==> src/rtl/muldiv_pkg.sv <==
// Shared encodings for the multiply/divide unit and the control unit that drives op.
// Op codes, FSM state encoding and the default operand width.
package muldiv_pkg;

    localparam int MULDIV_B = 32;

    localparam logic [1:0] MULDIV_MULT  = 2'b00;
    localparam logic [1:0] MULDIV_MULTU = 2'b01;
    localparam logic [1:0] MULDIV_DIV   = 2'b10;
    localparam logic [1:0] MULDIV_DIVU  = 2'b11;

    typedef enum logic [1:0] {
        ST_IDLE = 2'd0,
        ST_CALC = 2'd1,
        ST_FIX  = 2'd2
    } muldiv_state_e;

    function automatic logic op_is_div(input logic [1:0] op);
        return op[1];
    endfunction

    function automatic logic op_is_signed(input logic [1:0] op);
        return ~op[0];
    endfunction

endpackage

==> src/rtl/muldiv_unit_sign.sv <==
// Conditional two's-complement negate, used for operand magnitudes
// and for sign correction of the final product, quotient and remainder.
module muldiv_sign #(
    parameter int W = 32
) (
    input  logic [W-1:0] in,
    input  logic         neg_en,
    output logic [W-1:0] out
);

    assign out = neg_en ? (~in + W'(1)) : in;

endmodule

==> src/rtl/muldiv_unit.sv <==
// Iterative MIPS MULT/MULTU/DIV/DIVU unit with HI/LO and MTHI/MTLO.
// MULDIV_FAST_MUL_EN selects a single-cycle multiplier; divide stays iterative.
module muldiv_unit
    import muldiv_pkg::*;
#(
    parameter int B  = MULDIV_B,
    parameter int CW = 6
) (
    input  logic         clk,
    input  logic         reset_n,
    input  logic         start,
    input  logic [1:0]   op,
    input  logic [B-1:0] op1,
    input  logic [B-1:0] op2,
    input  logic         hi_we,
    input  logic         lo_we,
    input  logic [B-1:0] wdata,
    input  logic         rd_req,
    output logic [B-1:0] hi,
    output logic [B-1:0] lo,
    output logic         busy,
    output logic         done,
    output logic         stall
);

    muldiv_state_e state_q, state_d;

    logic [CW-1:0]  cnt_q, cnt_d;
    logic [1:0]     op_q, op_d;
    logic           rsign_q, rsign_d;
    logic           remsign_q, remsign_d;
    logic           dz_q, dz_d;
    logic [2*B-1:0] acc_q, acc_d;
    logic [B-1:0]   opb_q, opb_d;
    logic [B-1:0]   hi_q, hi_d;
    logic [B-1:0]   lo_q, lo_d;
    logic           done_q, done_d;

    logic           sgn_in;
    logic [B-1:0]   abs1, abs2;

    assign sgn_in = op_is_signed(op);

    muldiv_sign #(.W(B)) u_abs1 (
        .in     (op1),
        .neg_en (sgn_in & op1[B-1]),
        .out    (abs1)
    );

    muldiv_sign #(.W(B)) u_abs2 (
        .in     (op2),
        .neg_en (sgn_in & op2[B-1]),
        .out    (abs2)
    );

    // Multiply: acc = {partial, multiplier}; add into upper half, shift right.
    logic [B:0]     mul_sum;
    logic [2*B-1:0] mul_step;

    assign mul_sum  = {1'b0, acc_q[2*B-1:B]}
                    + (acc_q[0] ? {1'b0, opb_q} : '0);
    assign mul_step = {mul_sum, acc_q[B-1:1]};

    // Divide: acc = {rem, quot}; the shifted remainder needs one extra bit.
    logic [B:0]     rem_sh;
    logic [B:0]     rem_sub;
    logic           div_ok;
    logic [2*B-1:0] div_step;

    assign rem_sh   = {acc_q[2*B-1:B], acc_q[B-1]};
    assign rem_sub  = rem_sh - {1'b0, opb_q};
    assign div_ok   = ~rem_sub[B];
    assign div_step = div_ok
                    ? {rem_sub[B-1:0], acc_q[B-2:0], 1'b1}
                    : {rem_sh[B-1:0],  acc_q[B-2:0], 1'b0};

`ifdef MULDIV_FAST_MUL_EN
    logic [2*B-1:0] fast_prod;

    assign fast_prod = {{B{1'b0}}, acc_q[B-1:0]}
                     * {{B{1'b0}}, opb_q};
`endif

    logic           fix_sgn;
    logic [2*B-1:0] prod_fix;
    logic [B-1:0]   quot_fix;
    logic [B-1:0]   rem_fix;

    assign fix_sgn = op_is_signed(op_q);

    muldiv_sign #(.W(2*B)) u_prod (
        .in     (acc_q),
        .neg_en (fix_sgn & rsign_q),
        .out    (prod_fix)
    );

    // A zero divisor leaves the quotient at all ones; negating the
    // remainder magnitude by the dividend sign restores the raw dividend.
    muldiv_sign #(.W(B)) u_quot (
        .in     (acc_q[B-1:0]),
        .neg_en (fix_sgn & rsign_q & ~dz_q),
        .out    (quot_fix)
    );

    muldiv_sign #(.W(B)) u_rem (
        .in     (acc_q[2*B-1:B]),
        .neg_en (fix_sgn & remsign_q),
        .out    (rem_fix)
    );

    always_comb begin
        state_d   = state_q;
        cnt_d     = cnt_q;
        op_d      = op_q;
        rsign_d   = rsign_q;
        remsign_d = remsign_q;
        dz_d      = dz_q;
        acc_d     = acc_q;
        opb_d     = opb_q;
        hi_d      = hi_q;
        lo_d      = lo_q;
        done_d    = 1'b0;

        unique case (state_q)
            ST_IDLE: begin
                if (start) begin
                    op_d      = op;
                    rsign_d   = op1[B-1] ^ op2[B-1];
                    remsign_d = op1[B-1];
                    dz_d      = (op2 == '0);
                    cnt_d     = CW'(B - 1);
                    state_d   = ST_CALC;
                    if (op_is_div(op)) begin
                        acc_d = {{B{1'b0}}, abs1};
                        opb_d = abs2;
                    end else begin
                        acc_d = {{B{1'b0}}, abs2};
                        opb_d = abs1;
                    end
                end else begin
                    if (hi_we) hi_d = wdata;
                    if (lo_we) lo_d = wdata;
                end
            end
            ST_CALC: begin
                if (cnt_q == '0) begin
                    state_d = ST_FIX;
                end else begin
                    cnt_d = cnt_q - CW'(1);
                end
                if (op_is_div(op_q)) begin
                    acc_d = div_step;
                end else begin
`ifdef MULDIV_FAST_MUL_EN
                    acc_d   = fast_prod;
                    cnt_d   = '0;
                    state_d = ST_FIX;
`else
                    acc_d = mul_step;
`endif
                end
            end
            ST_FIX: begin
                if (op_is_div(op_q)) begin
                    hi_d = rem_fix;
                    lo_d = quot_fix;
                end else begin
                    hi_d = prod_fix[2*B-1:B];
                    lo_d = prod_fix[B-1:0];
                end
                done_d  = 1'b1;
                state_d = ST_IDLE;
            end
            default: begin
                state_d = ST_IDLE;
            end
        endcase
    end

    always_ff @(posedge clk or negedge reset_n) begin
        if (!reset_n) begin
            state_q   <= ST_IDLE;
            cnt_q     <= '0;
            op_q      <= '0;
            rsign_q   <= 1'b0;
            remsign_q <= 1'b0;
            dz_q      <= 1'b0;
            acc_q     <= '0;
            opb_q     <= '0;
            hi_q      <= '0;
            lo_q      <= '0;
            done_q    <= 1'b0;
        end else begin
            state_q   <= state_d;
            cnt_q     <= cnt_d;
            op_q      <= op_d;
            rsign_q   <= rsign_d;
            remsign_q <= remsign_d;
            dz_q      <= dz_d;
            acc_q     <= acc_d;
            opb_q     <= opb_d;
            hi_q      <= hi_d;
            lo_q      <= lo_d;
            done_q    <= done_d;
        end
    end

    assign hi    = hi_q;
    assign lo    = lo_q;
    assign busy  = (state_q != ST_IDLE);
    assign done  = done_q;
    assign stall = busy & (start | rd_req | hi_we | lo_we);

endmodule

==> config.mk <==
export PLATFORM = sky130hd
export DESIGN_NAME = muldiv_unit
export DESIGN_NICKNAME = d
export VERILOG_FILES = /design/src/rtl/muldiv_pkg.sv /design/src/rtl/muldiv_unit_sign.sv /design/src/rtl/muldiv_unit.sv
export SDC_FILE = /design/constraint.sdc
export NUM_CORES = 1
export LEC_CHECK = 0
export CAP_MARGIN = 10
export CORE_UTILIZATION = 55
export DETAILED_ROUTE_END_ITERATION = 10
export PLACE_DENSITY = 0.8
export SLEW_MARGIN = 25
export SYNTH_ARGS = -nofsm -noshare
export SYNTH_HDL_FRONTEND = slang
export SYNTH_SLANG_ARGS = --single-unit
==> constraint.sdc <==
create_clock -name clk -period 9.81 [get_ports clk]
set_input_delay 1.962 -clock clk [delete_from_list [all_inputs] [get_ports clk]]
set_output_delay 1.962 -clock clk [all_outputs]
set_load 0.05 [all_outputs]
==> reports/qor.csv <==
metric,value,unit
final setup fails,0,
Synth Flop Type,dfrtp_1,
Pleak,0.00717,µW
skew final,14.1,ps
gr usage total,36.3,%
Post-Syn Nets,2085,
clock sinks,174,
area share of the leading cell type in the synthesized netlist,28.8,%
status,"complete, no violations",
CTS tree,yes,
FF/Latch Area,4360,µm²
Synth async-reset ratio,100,%
Setup crit start kind,primary input,
final routed DRC violation total,0,
hold slack,470,ps
H-Tree Depth,4,
final hold viol count,0,
Iter 0 DRT Violations,1689,
Via density,6.49,
drt wl/cell,21.8,µm
"Hold-fix buffers, CTS",0,
Peak supply drop,0.108,mV
Worst-Margin Slew,1060,ps
via count,15282,
"Reg clk slew, reported paths",70,ps
Fill cells,2308,
die extent in y,168,µm
max-cap violations,0,
Fmax,0.182,GHz
first-pass GRT wire length,79.3,mm
crit end category,primary output,
Clock Tree Buf Depth,2,
HPWL Detailed,38.4,mm
cells after synthesis,1909,
DIE AREA,28100,µm²
Clk Tree Root Cell,clkbuf_16,
clk_lat worst skew,450,ps
gr ovfl total,0,
Worst Hold Class,flip-flop to flip-flop,
setup TNS,0,ps
# port buffers,170,
CORE AREA,27000,µm²
post-synth top area cell,dfrtp_1,
average cell area after synthesis,7.91,µm²
Max Slew Vio Count,0,
# nets final,2175,
final antenna-violating net count,0,
post-synthesis sequential area ratio,28.8,%
synth unique cells,79,
Rows,60,
CTS resizes,0,
total CTS buffers,17,
WP data arrival,3520,ps
YS warnings,0,
setup bufs post-CTS,0,
maximum fanout along the worst path,4,
layout cells sized above 1,4.37,%
vias in the first global route,14145,
Post-synth EDFFs,0,
largest net degree at the start of global routing,129,
Initial Utilization,56.0,%
drt first pass iters,7,
ANT cells,0,
synth top area cells,"dfrtp_1 29%, o21ai_0 6.9%, mux2i_1 6.8%",
critical path class,primary input to primary output,
Multi-input gate area,10100,µm²
final WL,51.3,mm
number of top-level pins,171,
top-count cell post-synth,nand2_1,
RSZ-0062 raised after global routing,false,
die width,168,µm
routability cong.,0.971,
"top cells by count, synth","242 x nand2_1, 207 x o21ai_0, 174 x dfrtp_1, 145 x nor2_1, 142 x a21oi_1",
initial antenna violation count,1,
min Tclk post-route,5480,ps
CP required,7850,ps
fin crit share,55.9,%
Pwr Density,91.4,nW/µm²
Rel. slew slack,29.5,%
Synth Register Bits,174,
Synth Cell Area,15100,µm²
Layout area overhead,16.6,%
[where the power goes]
group	internal, µW	switching [µW]	total (µW)
Clock	350	375	725
Sequential	717	0.474	718
Combinational	70.4	96.4	167
[cell usage in the layout (no fill, tap or decap), types with 15 or more instances in the layout]
| cell type | n |
|---|---|
| xor2_1 | 85 |
| inv_1 | 64 |
| nor2b_1 | 15 |
| nor2_1 | 145 |
| clkbuf_16 | 17 |
| a31oi_1 | 19 |
| ha_1 | 70 |
| a22oi_1 | 15 |
| o21ai_0 | 207 |
| nor3_1 | 32 |
| dfrtp_1 | 173 |
| xnor2_1 | 86 |
| clkdlybuf4s50_1 | 168 |
| o221ai_1 | 26 |
| nand3_1 | 46 |
| o211ai_1 | 30 |
| nand2b_1 | 18 |
| buf_4 | 15 |
| nor4_1 | 19 |
| nand2_1 | 241 |
| o31ai_1 | 20 |
| a21oi_1 | 142 |
| a21o_1 | 34 |
| mux2i_1 | 102 |
[layout make-up]
class / instances / area share [%]
Multi-Input combinational cell: 1553 / 57.3
Clock buffer: 17 / 2.42
Sequential cell: 174 / 24.7
Inverter: 65 / 1.39
Clock inverter: 15 / 1.05
Timing Repair Buffer: 188 / 10.7
Tap cell: 341 / 2.42
[cell families after synthesis]
logic type	count (synthesis)	synth area share, %
buf+inv	182	4.62
xor+xnor	173	10.0
fa+ha+maj	72	6.07
simple gates	618	19.4
mux	105	6.99
flops	174	28.8
compound gates	585	24.1
[critical path, stage by stage]
cell             delay [ps]
clkdlybuf4s50_1         480
nor4_1                  300
nor2_1                   70
clkdlybuf4s50_1         710
[worst paths after layout]
kind | startpoint | end | slack, ps | cells after the start
max | start | stall | 4330 | 4
min | remsign_q$_DFFE_PN0P_ | remsign_q$_DFFE_PN0P_ | 470 | 2
max reg2reg | acc_q[31]$_DFFE_PN0P_ | acc_q[60]$_DFFE_PN0P_ | 5230 | 12
min reg2reg | remsign_q$_DFFE_PN0P_ | remsign_q$_DFFE_PN0P_ | 470 | 2
max in group asynchronous | reset_n | op_q[1]$_DFFE_PN0P_ | 6950 | 3
min in group asynchronous | reset_n | done$_DFF_PN0_ | 1620 | 1
[per-stage QoR]
| stage | cells | utilization, % | cell area [µm²] | power [µW] | setup WS (ps) |
|---|---|---|---|---|---|
| after global placement | 2319 | 62.8 | 16900 | 890 | 4330 |
| after detailed placement | 2319 | 62.8 | 16900 | 893 | 4340 |
| after floorplan | 1909 | - | 15100 | 800 | 5210 |
| final | 2353 | 65.3 | 17600 | 1610 | 4330 |
| after global routing | 2353 | 65.3 | 17600 | 1650 | 4310 |
| after CTS | 2351 | 65.1 | 17500 | 1600 | 4330 |
[sequential cells by signal, indices dropped and copies added, names as in the netlist]
register	cells
hi	32
dz_q	1
done	1
state_q	2
lo	32
cnt_q	6
remsign_q	1
acc_q	64
opb_q	32
op_q	2
rsign_q	1
[routing by layer]
layer	global-route usage, %	share of wire, %	up-vias
li1	-	-	7076
met1	48.3	41	7285
met2	57.8	46	793
met3	6.48	8.5	126
met4	16.0	4.3	2
met5	0	0.021	-
No activity file was read; power rests on OpenSTA's default activity.
==> edit 1 (same flow settings) <==
`CW`: 6 -> 3.
--- a/src/rtl/muldiv_unit.sv
+++ b/src/rtl/muldiv_unit.sv
@@ -4,7 +4,7 @@
     import muldiv_pkg::*;
 #(
     parameter int B  = MULDIV_B,
-    parameter int CW = 6
+    parameter int CW = 3
 ) (
     input  logic         clk,
     input  logic         reset_n,
Formal check against the unedited RTL: same outputs for any inputs over 4 cycles, from zero or initial values and one cycle with reset_n low; that may be too few to reach the edited logic, so the function may still have changed.
==> edit 1 against the original RTL <==
Synthesized cell count is 1.5% lower; register-to-register slack got worse by 0.57 ns; design area decreased by 0.80%; sequential cell count decreased by 3; worst setup slack worse by 0.0036 ns; count of clock-buffer cells in the layout is the same; core utilization decreased by 0.34 points; wire length grew 0.30%; area after synthesis is 0.65% lower.
Power is left out: it rests on default switching activity, and per cell area and clock period it moved more than threefold.
==> edit 1: results (changes against the original RTL) <==
largest net degree at the start of global routing=125 (-3.1%); wire per inst=22.1 um (+1.3%); share of layout cells above drive strength 1=4.12% (-0.25 points); outcome=finished, final reports clean; pin slew with the least headroom to its limit=1.04 ns (-0.0216 ns); vias in the first global route=14200 (+0.72%); dpl cell area=16800 um2 (-0.78%); Total GRT Usage=37.0% (+0.69 points); DP HPWL=39.6 mm (+2.9%); Initial DRC Count=1456 (-14%); # nets final=2151 (-1.1%); Synth area leaders=dfrtp_1, mux2i_1, o21ai_0; top cells by count, synth=nand2_1, o21ai_0, dfrtp_1; antenna violations before repair=2 (+1); setup tns final=0 ns (unchanged); clock skew=0.0198 ns (+0.00569 ns); Post-Syn Nets=2057 (-1.3%); fraction of the yosys area taken by sequential cells=28.5% (-0.31 points); min Tclk post-route=5.48 ns (+0.00357 ns); global-route wire length before repair=80.5 mm (+1.5%); vias=15200 (-0.51%); Clock transition at path regs=0.08 ns; GP Congestion=0.996 (+2.5%); number of library cell types mapped by synthesis=83 (+5.1%); fill count=2351 (+1.9%)
## edit 1: cell types whose count changed after synthesis, moves of 8 or more
cell      delta
a211oi_1    +14
nor3_1       +8
xor2_1      -16
o211ai_1    -12
o21ai_1     +14
a21oi_1     -15
mux2i_1     +14
o21ai_0     -10
clkbuf_1     -9
o21a_1      +15
nand2_1     -28
xnor2_1     +14
or3_1       +14
## edit 1: cell type report
class                           count  area, um2  share of cell area (%)
Clock inverter                     15        206                    1.18
Sequential cell                   171       4280                    24.5
Inverter                           62        233                    1.33
Timing Repair Buffer              186       1830                    10.5
Multi-Input combinational cell   1537      10100                    57.6
Clock buffer                       17        425                    2.44
Tap cell                          341        427                    2.44
## edit 1: through the flow
step	hold slack [ns]	util, %	setup WS (ns)	instances
CTS	0.488	64.8	4.33	2327
finish	0.482	65.0	4.33	2329
floorplan	0.440	-	5.21	1881
global route	0.506	65.0	4.24	2329
detailed placement	0.472	62.5	4.33	2295
global placement	0.455	62.5	4.34	2295
## edit 1: worst max-delay path: cells and delay by family
family / cells / cell delay [ns]
buffers and inverters: 2 / 1.20
AND/OR/NAND/NOR: 2 / 0.35
## edit 1: per-layer routing
layer  vias up  GRT usage [%]  part of all wire (%)  routed length, um
met4         2           16.5                   4.4               2270
met5         -              0                 0.025                 13
met3       146           7.26                   8.3               4290
li1       6994              -                     -                  -
met2       761           57.7                    44              22800
met1      7301           49.8                    43              22100
## edit 1: final timing paths
| path | startpoint | endpoint | slack (ns) |
|---|---|---|---|
| max | start | stall | 4.33 |
| max reg2reg | acc_q[0] | acc_q[60] | 4.66 |
| min | cnt_q[0] | cnt_q[0] | 0.48 |
| min in group asynchronous | reset_n | acc_q[18] | 1.55 |
| max in group asynchronous | reset_n | op_q[1] | 6.93 |
| min reg2reg | cnt_q[0] | cnt_q[0] | 0.48 |
## edit 1: kinds of logic (layout without fill, tap and decap cells)
| kind of cell | Yosys count | after routing | synth area share (%) |
|---|---|---|---|
| simple gates | 601 | 601 | 18.8 |
| fa+ha+maj | 72 | 72 | 6.11 |
| buf+inv | 173 | 280 | 4.63 |
| flops | 171 | 171 | 28.5 |
| xor+xnor | 171 | 171 | 9.99 |
| compound gates | 572 | 572 | 23.8 |
| mux | 121 | 121 | 8.14 |
==> edit 2 (same flow settings) <==
Made on the original files. Reset style: synchronous (`reset_n`), changed in one clocked block.
--- a/src/rtl/muldiv_unit.sv
+++ b/src/rtl/muldiv_unit.sv
@@ -177,7 +177,7 @@
         endcase
     end
 
-    always_ff @(posedge clk or negedge reset_n) begin
+    always_ff @(posedge clk) begin
         if (!reset_n) begin
             state_q   <= ST_IDLE;
             cnt_q     <= '0;
Check against the original RTL: differs if reset_n is asserted again (counterexample within 4 cycles, from zero or initial values and one cycle with reset_n low); with reset_n held inactive, the same outputs for 10 cycles.
==> edit 2 against the original RTL <==
Worst setup slack lost 0.033 ns; wire length fell by 2.4%; synthesized cell count is 5.5% higher; clock skew shrank 0.0010 ns; design area shrank 1.3%; area after synthesis decreased by 0.27%; non-clock buffer count fell by 3; sequential cell count unchanged; global-route usage down 0.96 points; maximum frequency is 0.59% lower; largest cell class unchanged.
Power is not compared: it rests on default switching activity, and its combinational part moved more than twofold at a synthesized area within 25%.
==> edit 2: results (changes against the original RTL) <==
outcome=finished, final reports clean; fraction of the yosys area taken by sequential cells=23.1% (-5.7 points); most flop-heavy register=acc_q; number of library cell types mapped by synthesis=74 (-6.3%); CTS Buffer Depth=2 (unchanged); largest net degree at the start of global routing=86 (-33%); Worst-Skew Late Latency=0.43 ns (-0.02 ns); Total GRT Usage=35.4% (-0.96 points); htree depth=4 (unchanged); antenna violations before repair=0 (-1); GRT met2 Usage=55.1% (-2.7 points); global-route wire length before repair=78.7 mm (-0.75%); GP Congestion=1.01 (+3.9%); Primary FF master, synth=dfxtp_1; Initial DRC Count=1697 (+0.47%); TritonCTS Buffers=17 (unchanged); crit path DAT=3.55 ns (+0.03 ns); routed wl met3=4.56 mm (+4.3%); vias in the first global route=14400 (+1.8%); maximum VDD drop=roughly 0.00011 V; worst r2r src=acc_q[0]; Static Leakage=between 0.007 and 0.008 uW; Post-Syn Nets=2190 (+5.0%); # nets final=2260 (+3.9%); Worst Hold Class=reg2reg; flip-flop count of the largest register after layout=64 (unchanged); post-synthesis async set-or-reset flop share=0% (-100 points); # resized after CTS=0 (unchanged); max_slew headroom=34.0% (+4.5 points); CP Launch Point=start; grt met1 use=47.5% (-0.78 points); wire per inst=20.5 um (-5.8%); Synth area leaders=dfxtp_1, mux2i_1, ha_1; Metal-1 WL=21.5 mm (+0.89%); clock root cell=clkbuf_16; Clock transition at path regs=around 0.080 ns; clock skew=0.0131 ns (-0.00103 ns); Yosys warning count=0 (unchanged); DP HPWL=38.6 mm (+0.36%); metal2 WL=21.7 mm (-7.3%); CP Max Fanout=4 (unchanged); share of layout cells above drive strength 1=4.77% (+0.39 points); fill count=2361 (+2.3%); Hold Startpoint=opb_q[18]; First-pass DRT Iterations=5 (-2); met3 global-route usage=5.91% (-0.57 points); top cells by count, synth=nand2_1, dfxtp_1, nor2_1; vias=15600 (+2.2%); # diodes=0 (unchanged); Post-CTS Setup Bufs=0 (unchanged); Buffers on Ports=170 (unchanged); top layer in use=met4
edit 2: changes by cell type after synthesis, sizes merged, moves of 18 or more:
cell and delta:
dfrtp -174, dfxtp +174, o21ai -57, nand2 -25, mux2 +23, o21a +22, a21boi +21, and3 +21
nor2 +20, and2 +18, clkbuf +18
edit 2: logic make-up after synthesis:
group	after synthesis	share of synthesized area, %
adders and majority gates	72	6.08
AOI/OAI and AO/OA	596	25.7
xor gates and xnor gates	172	10.0
and+or+nand+nor	671	21.3
buffers and inverters	202	5.16
muxes	127	8.66
DFF	174	23.1
edit 2: through the flow:
step	worst slack [ns]	instances	util, %	cell area, um2
after floorplan	5.21	2014	-	15100
after global placement	4.34	2406	62.5	16800
after detailed placement	4.29	2406	62.5	16800
after CTS	4.29	2438	64.6	17400
after global routing	4.19	2438	64.6	17400
final	4.30	2438	64.6	17400
edit 2: where the power goes:
part           switching (uW)  total (uW)  internal [uW]
Sequential               76.8         841            764
Combinational             612        1010            401
Clock                     327         669            341
Total                    1020        2520           1510
edit 2: worst max-delay path, cell delays in order:
cell,delay (ns)
clkdlybuf4s50_1,0.48
nor4_1,0.31
nor2_1,0.08
clkdlybuf4s50_1,0.71
edit 2: area by class of cell:
| type | instances | area share, % |
|---|---|---|
| inverter | 68 | 1.47 |
| tap | 341 | 2.46 |
| timing repair buffer | 185 | 10.4 |
| clock inverter | 13 | 0.692 |
| clock buffer | 19 | 2.55 |
| multi-input combinational | 1638 | 62.4 |
| sequential | 174 | 20.1 |
edit 2: path summary, 6_finish.rpt:
check,to,slack [ns],cells after the start
worst max-delay path,stall,4.30,4
worst min-delay path,opb_q[18],0.47,2
worst max register to register,acc_q[59],5.12,13
worst min register to register,opb_q[18],0.47,2
